**config.mk**
```make
export PLATFORM = sky130hd
export DESIGN_NAME = nibble_serializer
export DESIGN_NICKNAME = d
export VERILOG_FILES = /design/src/rtl/nibble_serializer.sv
export SDC_FILE = /design/constraint.sdc
export NUM_CORES = 1
export LEC_CHECK = 0
export CAP_MARGIN = 20
export CORE_AREA = 8 8 45 47
export CTS_BUF_LIST = sky130_fd_sc_hd__clkbuf_16
export CTS_CLUSTER_DIAMETER = 150
export CTS_CLUSTER_SIZE = 12
export DETAILED_ROUTE_END_ITERATION = 16
export DIE_AREA = 0 0 53 55
export PLACE_DENSITY = 0.72
export SYNTH_ARGS = -nofsm -noshare
export SYNTH_HDL_FRONTEND = slang
export SYNTH_SLANG_ARGS = --single-unit
```
**constraint.sdc**
```tcl
create_clock -name clk -period 1.59 [get_ports clk]
set_input_delay 0.2385 -clock clk [delete_from_list [all_inputs] [get_ports clk]]
set_output_delay 0.2385 -clock clk [all_outputs]
set_load 0.01 [all_outputs]
```
**src/rtl/nibble_serializer.sv**
```systemverilog
// Serializes a 4-bit nibble LSB-first onto d_out, pulsing en_out at the end of each bit window.
// Optional `PARITY_EN appends an even-parity bit window with its own par_en strobe.
module nibble_serializer #(
  parameter int unsigned CLKS_PER_BIT = 1
) (
  input  logic       clk,
  input  logic       rst,
  input  logic [3:0] load_data,
  input  logic       load_valid,
  output logic       load_ready,
  output logic       d_out,
  output logic       en_out,
  output logic       busy,
  output logic       done
`ifdef PARITY_EN
  ,
  output logic       par_en
`endif
);

  localparam int unsigned CW     = (CLKS_PER_BIT > 1) ? $clog2(CLKS_PER_BIT) : 1;
  localparam logic [CW-1:0] LAST = CW'(CLKS_PER_BIT - 1);
  localparam logic SINGLE        = (CLKS_PER_BIT == 1);

`ifdef PARITY_EN
  typedef enum logic [1:0] {IDLE, SHIFT, PARITY} state_t;
`else
  typedef enum logic {IDLE, SHIFT} state_t;
`endif

  state_t          r_state;
  logic [3:0]      r_data;
  logic [1:0]      r_bit;
  logic [CW-1:0]   r_cnt;

  logic            w_cnt_last;
  logic            w_next_last;
  logic [CW-1:0]   w_cnt_inc;
  logic [1:0]      w_bit_inc;

  assign w_cnt_last  = (r_cnt == LAST);
  assign w_cnt_inc   = r_cnt + CW'(1);
  assign w_next_last = (w_cnt_inc == LAST);
  assign w_bit_inc   = r_bit + 2'd1;

  // Outputs are computed for the upcoming cycle so every port comes straight from a flop.
  always_ff @(posedge clk or posedge rst) begin
    if (rst) begin
      r_state    <= IDLE;
      r_data     <= 4'd0;
      r_bit      <= 2'd0;
      r_cnt      <= '0;
      load_ready <= 1'b1;
      d_out      <= 1'b0;
      en_out     <= 1'b0;
      busy       <= 1'b0;
      done       <= 1'b0;
`ifdef PARITY_EN
      par_en     <= 1'b0;
`endif
    end else begin
      done <= 1'b0;
      case (r_state)
        IDLE: begin
          if (load_valid) begin
            r_state    <= SHIFT;
            r_data     <= load_data;
            r_bit      <= 2'd0;
            r_cnt      <= '0;
            load_ready <= 1'b0;
            busy       <= 1'b1;
            d_out      <= load_data[0];
            en_out     <= SINGLE;
          end else begin
            load_ready <= 1'b1;
            busy       <= 1'b0;
            d_out      <= 1'b0;
            en_out     <= 1'b0;
          end
        end
        SHIFT: begin
          if (!w_cnt_last) begin
            r_cnt  <= w_cnt_inc;
            en_out <= w_next_last;
          end else if (r_bit != 2'd3) begin
            r_bit  <= w_bit_inc;
            r_cnt  <= '0;
            d_out  <= r_data[w_bit_inc];
            en_out <= SINGLE;
          end else begin
            r_cnt  <= '0;
            r_bit  <= 2'd0;
            en_out <= 1'b0;
`ifdef PARITY_EN
            r_state <= PARITY;
            d_out   <= ^r_data;
            par_en  <= SINGLE;
`else
            r_state    <= IDLE;
            d_out      <= 1'b0;
            busy       <= 1'b0;
            load_ready <= 1'b1;
            done       <= 1'b1;
`endif
          end
        end
`ifdef PARITY_EN
        PARITY: begin
          if (!w_cnt_last) begin
            r_cnt  <= w_cnt_inc;
            par_en <= w_next_last;
          end else begin
            r_state    <= IDLE;
            r_cnt      <= '0;
            par_en     <= 1'b0;
            d_out      <= 1'b0;
            busy       <= 1'b0;
            load_ready <= 1'b1;
            done       <= 1'b1;
          end
        end
`endif
        default: r_state <= IDLE;
      endcase
    end
  end

endmodule

```
==> flow_summary.ini, run 1 <==
[run_status]
outcome = complete, no violations

[routing]
vias = 328
firstDrtPassIters = 2
wl_met1_um = 425
wl_met3_um = 83
routed_wl_um = 958
viasPerCell = 4.75
ant_nets = 0
drtIter0Drc = 4
topRoutingLayerUsed = met4
wl_per_cell_um = 13.9
drc = 0
met2_length_um = 398

[timing]
period_share = 0.957
maxSlewHeadroom = 0.727
fin_worst_skew_ns = 0.00421
finalSetupTns_ns = 0
max_freq_mhz = 657
hold_violations = 0
drv_slew = 0
fin_crit_ns = 1.52
rsz0062_at_grt = false
worst_slew_pin_slew_ns = 0.409
hold_slack_ns = 0.289
setup_viol = 0

[floorplan]
start_util = 0.340
dieArea_um2 = 2920
dieHeight_um = 55
row_count = 14
io-pin-count = 12
die_w_um = 53
core_area_um2 = 1380

[setup_path]
regToRegSetupSlack_ns = 0.33
worst-r2r-cell-count = 3
critPathMaxStageDelay_ns = 0.53
worst_path_max_delay_cell = clkdlybuf4s50_1
crit_fanout = 2
path_class = reg -> out
cp-end-kind = primary output
required_ns = 1.35
cpLargestDelayFamily = buffers and inverters
crit_arrival_ns = 1.28
reg2reg_from = r_bit[0]
worstReg2RegEnd = d_out
path_buf_inv = 1
crit_chain = clkdlybuf4s50_1
worst_setup_path_start_kind = register

[place]
dpl.cell_count = 65
portBuffers = 11
dp_hpwl_um = 685
gp_congestion = 0.711

[yosys]
synth_compound_area_frac = 0.0691
synthAdderAreaFrac = 0.0266
synth_nets = 45
synth-simple-area-share = 0.136
synth_cell_type_count = 19
yosysSeqAreaShare = 0.588
synth_top_family_by_area = multiplexers
syn_inst = 37
dominantRegCellSynth = dfrtp_1
synth_most_common_cell = dfrtp_1
synth_edf_count = 0
synth_xor_area_frac = 0
yosysTopAreaCell = dfrtp_1
yosys_warnings = 0
ys_ff_latch = 11
synthArstFlopShare = 1.00
syn_avg_cell_area_um2 = 12.7
netlist_area_um2 = 470
synthTopCellsByCount = 10 x dfrtp_1, 4 x nand2b_1, 3 x mux2_4
synth_top_cell_area_share = 0.532
synth_area_leaders = dfrtp_1 53%, mux2_4 9.6%, dfstp_2 5.6%
synth_mux_area_frac = 0.141

[power]
p_per_area_nw_per_um2 = 2160
peakVddDrop_mv = 0.929
p_leak_nw = 0.316
fin_total_pwr_w = 0.00148

[clocking]
cts_made_buffers = 3
clkSinkCount = 11
cts_tree = done
cts_root_buf = clkbuf_16
clock_latency_ns = 0.24
path_clk_slew_ns = 0.04
cts_buffer_depth = 2
cts-htree-levels = 1
cts_resized = 0
cts_setup_buffers = 0
hold_buffers = 0

[final_layout]
utilization = 0.494
nFillCells = 134
drive_above_1_share = 0.170
synthToLayoutAreaGrowth_pct = 45.2
fin_cells = 69
antenna_cells = 0
finalNetCount = 62

[min_path]
hold_path.class = in -> async

[global_route]
grt_pass1_vias = 360
grt_pass1_wl_mm = 1.61
grt_usage = 0.0805
grt_max_degree = 12
antenna_found_initial = 0
grt_overflow = 0

[job]
drv_cap = 0
-- through the flow --
step,worst slack (ns),area (µm²)
global route,0.0359,683
global placement,0.105,604
detailed placement,0.0824,604
floorplan,0.433,470
finish,0.0683,683
CTS,0.0581,683
-- worst reg2reg max path: stages, from the launching register on --
cell	delay [ns]
dfrtp_1	0.43
ha_1	0.25
nand2b_1	0.21
o311ai_1	0.28
-- worst max-delay path by stage --
stage | cells past startpoint | endpoint | slack, ns | startpoint
2_1_floorplan | 3 | d_out | 0.43 | r_bit[0]
3_3_place_gp | 4 | r_data[3] | 0.11 | load_valid
3_5_place_dp | 4 | r_data[2] | 0.08 | load_valid
4_1_cts | 1 | load_ready | 0.06 | load_ready
5_1_grt | 1 | load_ready | 0.04 | load_ready
6_report | 1 | load_ready | 0.07 | load_ready
-- layout by cell type, fill, tap and decap left out --
cell             instances
a21o_1                   1
and2_1                   1
buf_4                    2
clkbuf_16                3
clkdlybuf4s50_1         11
dfrtp_1                 10
dfstp_2                  1
ha_1                     1
inv_1                    3
mux2_1                   1
mux2_4                   3
mux2i_1                  1
nand2_1                  2
nand2b_1                 4
nand3_1                  1
nor2_1                   2
nor2b_1                  2
o21ai_0                  1
o21ai_1                  1
o22ai_1                  1
o311ai_1                 1
-- state kept, by name, summed over array words and instances, names as in the netlist --
register    flops
r_data          4
r_bit           2
busy            1
d_out           1
done            1
en_out          1
load_ready      1
-- area by class of cell --
cell class | instances | area (µm²) | share of cell area
inverters | 2 | 7.51 | 0.0110
multi-input cells | 23 | 175 | 0.256
flip-flops and latches | 11 | 277 | 0.405
repair buffers | 13 | 125 | 0.183
well taps | 16 | 20.0 | 0.0293
clock inverters | 1 | 3.75 | 0.00549
clock buffers | 3 | 75.1 | 0.110
-- layer usage --
metal,vias up,global-route usage
met5,-,0
met4,0,0.0905
met3,4,0.0321
met2,12,0.115
met1,154,0.0841
li1,158,-
-- where the power goes --
group / switching (W) / leakage [nW] / internal (W)
logic: 0.000203 / 0.142 / 0.000305
clock network: 0.000124 / 0.0423 / 0.000330
registers: 0.0000918 / 0.132 / 0.000423
total: 0.000419 / 0.316 / 0.00106
-- logic make-up after synthesis --
| group | Yosys count |
|---|---|
| AOI/OAI and AO/OA | 5 |
| adders and majority gates | 1 |
| buffers and inverters | 3 |
| DFF | 11 |
| muxes | 5 |
| and+or+nand+nor | 12 |
Note: power is estimated with default switching activity, not from simulation.
==> inputs of run 2 (changes only) <==
--- a/config.mk
+++ b/config.mk
@@ -6,13 +6,16 @@
 export NUM_CORES = 1
 export LEC_CHECK = 0
 export CAP_MARGIN = 20
-export CORE_AREA = 8 8 45 47
+export CELL_PAD_IN_SITES_DETAIL_PLACEMENT = 0
+export CELL_PAD_IN_SITES_GLOBAL_PLACEMENT = 1
+export CORE_MARGIN = 8
+export CORE_UTILIZATION = 35
 export CTS_BUF_LIST = sky130_fd_sc_hd__clkbuf_16
 export CTS_CLUSTER_DIAMETER = 150
 export CTS_CLUSTER_SIZE = 12
 export DETAILED_ROUTE_END_ITERATION = 16
-export DIE_AREA = 0 0 53 55
-export PLACE_DENSITY = 0.72
+export PLACE_DENSITY = 0.84
+export SLEW_MARGIN = 10
 export SYNTH_ARGS = -nofsm -noshare
 export SYNTH_HDL_FRONTEND = slang
 export SYNTH_SLANG_ARGS = --single-unit
==> run 2 against run 1 <==
  * Combinational power fell by 2%
  * Sequential power hardly changed
  * Die area fell by 4.9%
  * Fmax decreased by 0.46%
  * Total power shrank 1.1%
  * Utilization is 3.1 points higher
  * Worst setup slack got worse by 0.0070 ns
  * Final cell count down 2.9%
  * Largest cell class unchanged
  * Hold slack better by 0.0046 ns
  * Global-route usage shrank 0.55 points
  * Register-to-register slack got worse by 0.02 ns
==> flow_summary.ini, run 2 (same netlist as run 1, synthesis figures left out) <==
[global_route]
antenna_found_initial = 0
grt_max_degree = 12
grt_usage = 0.0750
grt_overflow = 0
grt_pass1_vias = 317
grt_pass1_wl_mm = 1.46

[power]
p_sw_w = 0.000412
peakVddDrop_mv = 0.981
seqPwrFrac = 0.353
cell_internal_pwr_w = 0.00105
fin_total_pwr_w = 0.00146
p_leak_nw = 0.311
p_comb_frac = 0.341
p_per_area_nw_per_um2 = 2170
p_clk_frac = 0.306
p_sw_frac = 0.282

[setup_path]
worst-r2r-cell-count = 3
crit_chain = clkdlybuf4s50_1
reg2reg_from = r_bit[0]
crit_fanout = 2
worstReg2RegEnd = d_out
critPathMaxStageDelay_ns = 0.53
worst_path_max_delay_cell = clkdlybuf4s50_1
regToRegSetupSlack_ns = 0.31
cpLargestDelayFamily = buffers and inverters
required_ns = 1.35
cp-end-kind = primary output
path_buf_inv = 1
worst_setup_path_start_kind = register
path_class = reg -> out
crit_arrival_ns = 1.29

[floorplan]
io-pin-count = 12
die_w_um = 52.7
start_util = 0.366
row_count = 13
core_area_um2 = 1280
dieHeight_um = 52.7
dieArea_um2 = 2770

[routing]
vias = 317
viasPerCell = 4.73
routed_wl_um = 861
drtIter0Drc = 2
drc = 0
firstDrtPassIters = 4
wl_per_cell_um = 12.9
ant_nets = 0

[clocking]
cts_made_buffers = 3
cts_root_buf = clkbuf_16
cts_buffer_depth = 2
hold_buffers = 0
clock_latency_ns = 0.24
cts_tree = done
cts_resized = 0
path_clk_slew_ns = 0.04
clkSinkCount = 11
cts_setup_buffers = 0
cts-htree-levels = 1

[final_layout]
seq_area_um2 = 277
largest_register_ff_count = 4
synthToLayoutAreaGrowth_pct = 43.4
layout_commonest_cell = clkdlybuf4s50_1
multi_input_area_um2 = 175
reg.largest.list = r_data (4), r_bit (2)
layout_common_cells = 11 x clkdlybuf4s50_1, 10 x dfrtp_1, 4 x nand2b_1
drive_above_1_share = 0.154
fin_cells = 67
utilization = 0.525
finalNetCount = 61
antenna_cells = 0
nFillCells = 111
regMostFlops = r_data

[timing]
drv_slew = 0
finalSetupTns_ns = 0
fin_worst_skew_ns = 0.00179
maxSlewHeadroom = 0.730
max_freq_mhz = 654
hold_violations = 0
setup_viol = 0
worst_slew_pin_slew_ns = 0.404
rsz0062_at_grt = false
period_share = 0.961
fin_crit_ns = 1.53

[run_status]
outcome = complete, no violations

[place]
dpl.cell_count = 63
dp_hpwl_um = 658
gp_congestion = 0.718
portBuffers = 11

[job]
drv_cap = 0

[min_path]
hold_path.class = in -> async
==> run 2: cell types whose count changed in the layout (fill, tap and decap cells not counted) <==
cell   previous run  this run
buf_4             2         1
==> run 2: power by group through the flow <==
stage	registers [W]	clock network, W	logic, W
6_report	0.000516	0.000447	0.000498
3_5_place_dp	0.000520	0	0.000502
3_3_place_gp	0.000519	0	0.000491
4_1_cts	0.000518	0.000454	0.000507
5_1_grt	0.000533	0.000472	0.000547
2_1_floorplan	0.000526	0	0.000303
==> run 2: routing by layer <==
layer  track usage  vias to the layer above  share of wire
met3        0.0426                        3           0.10
met5             0                        -              0
met4        0.0647                        0          0.035
met2         0.103                       10           0.43
met1        0.0805                      150           0.43
li1              -                      154              -
==> run 2: how the worst max path moves through the flow <==
stage	startpoint	endpoint	slack, ns	depth (start not counted)
final	load_ready	load_ready	0.06	1
after global placement	load_valid	r_data[2]	0.13	4
after global routing	en_out	en_out	0.02	1
after floorplan	r_bit[0]	d_out	0.43	3
after detailed placement	load_valid	r_data[3]	0.11	4
after CTS	load_ready	load_ready	0.06	1
==> run 2: final cells by class <==
type,count,share of cell area
Clock buffer,3,0.111
Clock inverter,1,0.00557
Sequential cell,11,0.410
Tap cell,15,0.0278
Multi-Input combinational cell,23,0.260
Inverter,2,0.0111
Timing Repair Buffer,12,0.174
==> run 2: per-stage QoR <==
step                area (µm²)  hold WS [ns]  worst slack, ns
finish                     674         0.294           0.0612
global route               674         0.369           0.0160
CTS                        674         0.319           0.0553
detailed placement         596         0.467            0.113
global placement           596         0.471            0.129
floorplan                  470        0.0902            0.433
==> inputs of run 3 (changes only) <==
--- a/config.mk
+++ b/config.mk
@@ -5,7 +5,6 @@
 export SDC_FILE = /design/constraint.sdc
 export NUM_CORES = 1
 export LEC_CHECK = 0
-export CAP_MARGIN = 20
 export CELL_PAD_IN_SITES_DETAIL_PLACEMENT = 0
 export CELL_PAD_IN_SITES_GLOBAL_PLACEMENT = 1
 export CORE_MARGIN = 8
==> results of run 3 <==
Same layout as run 2: the final DEF is identical, and so are final timing and power.
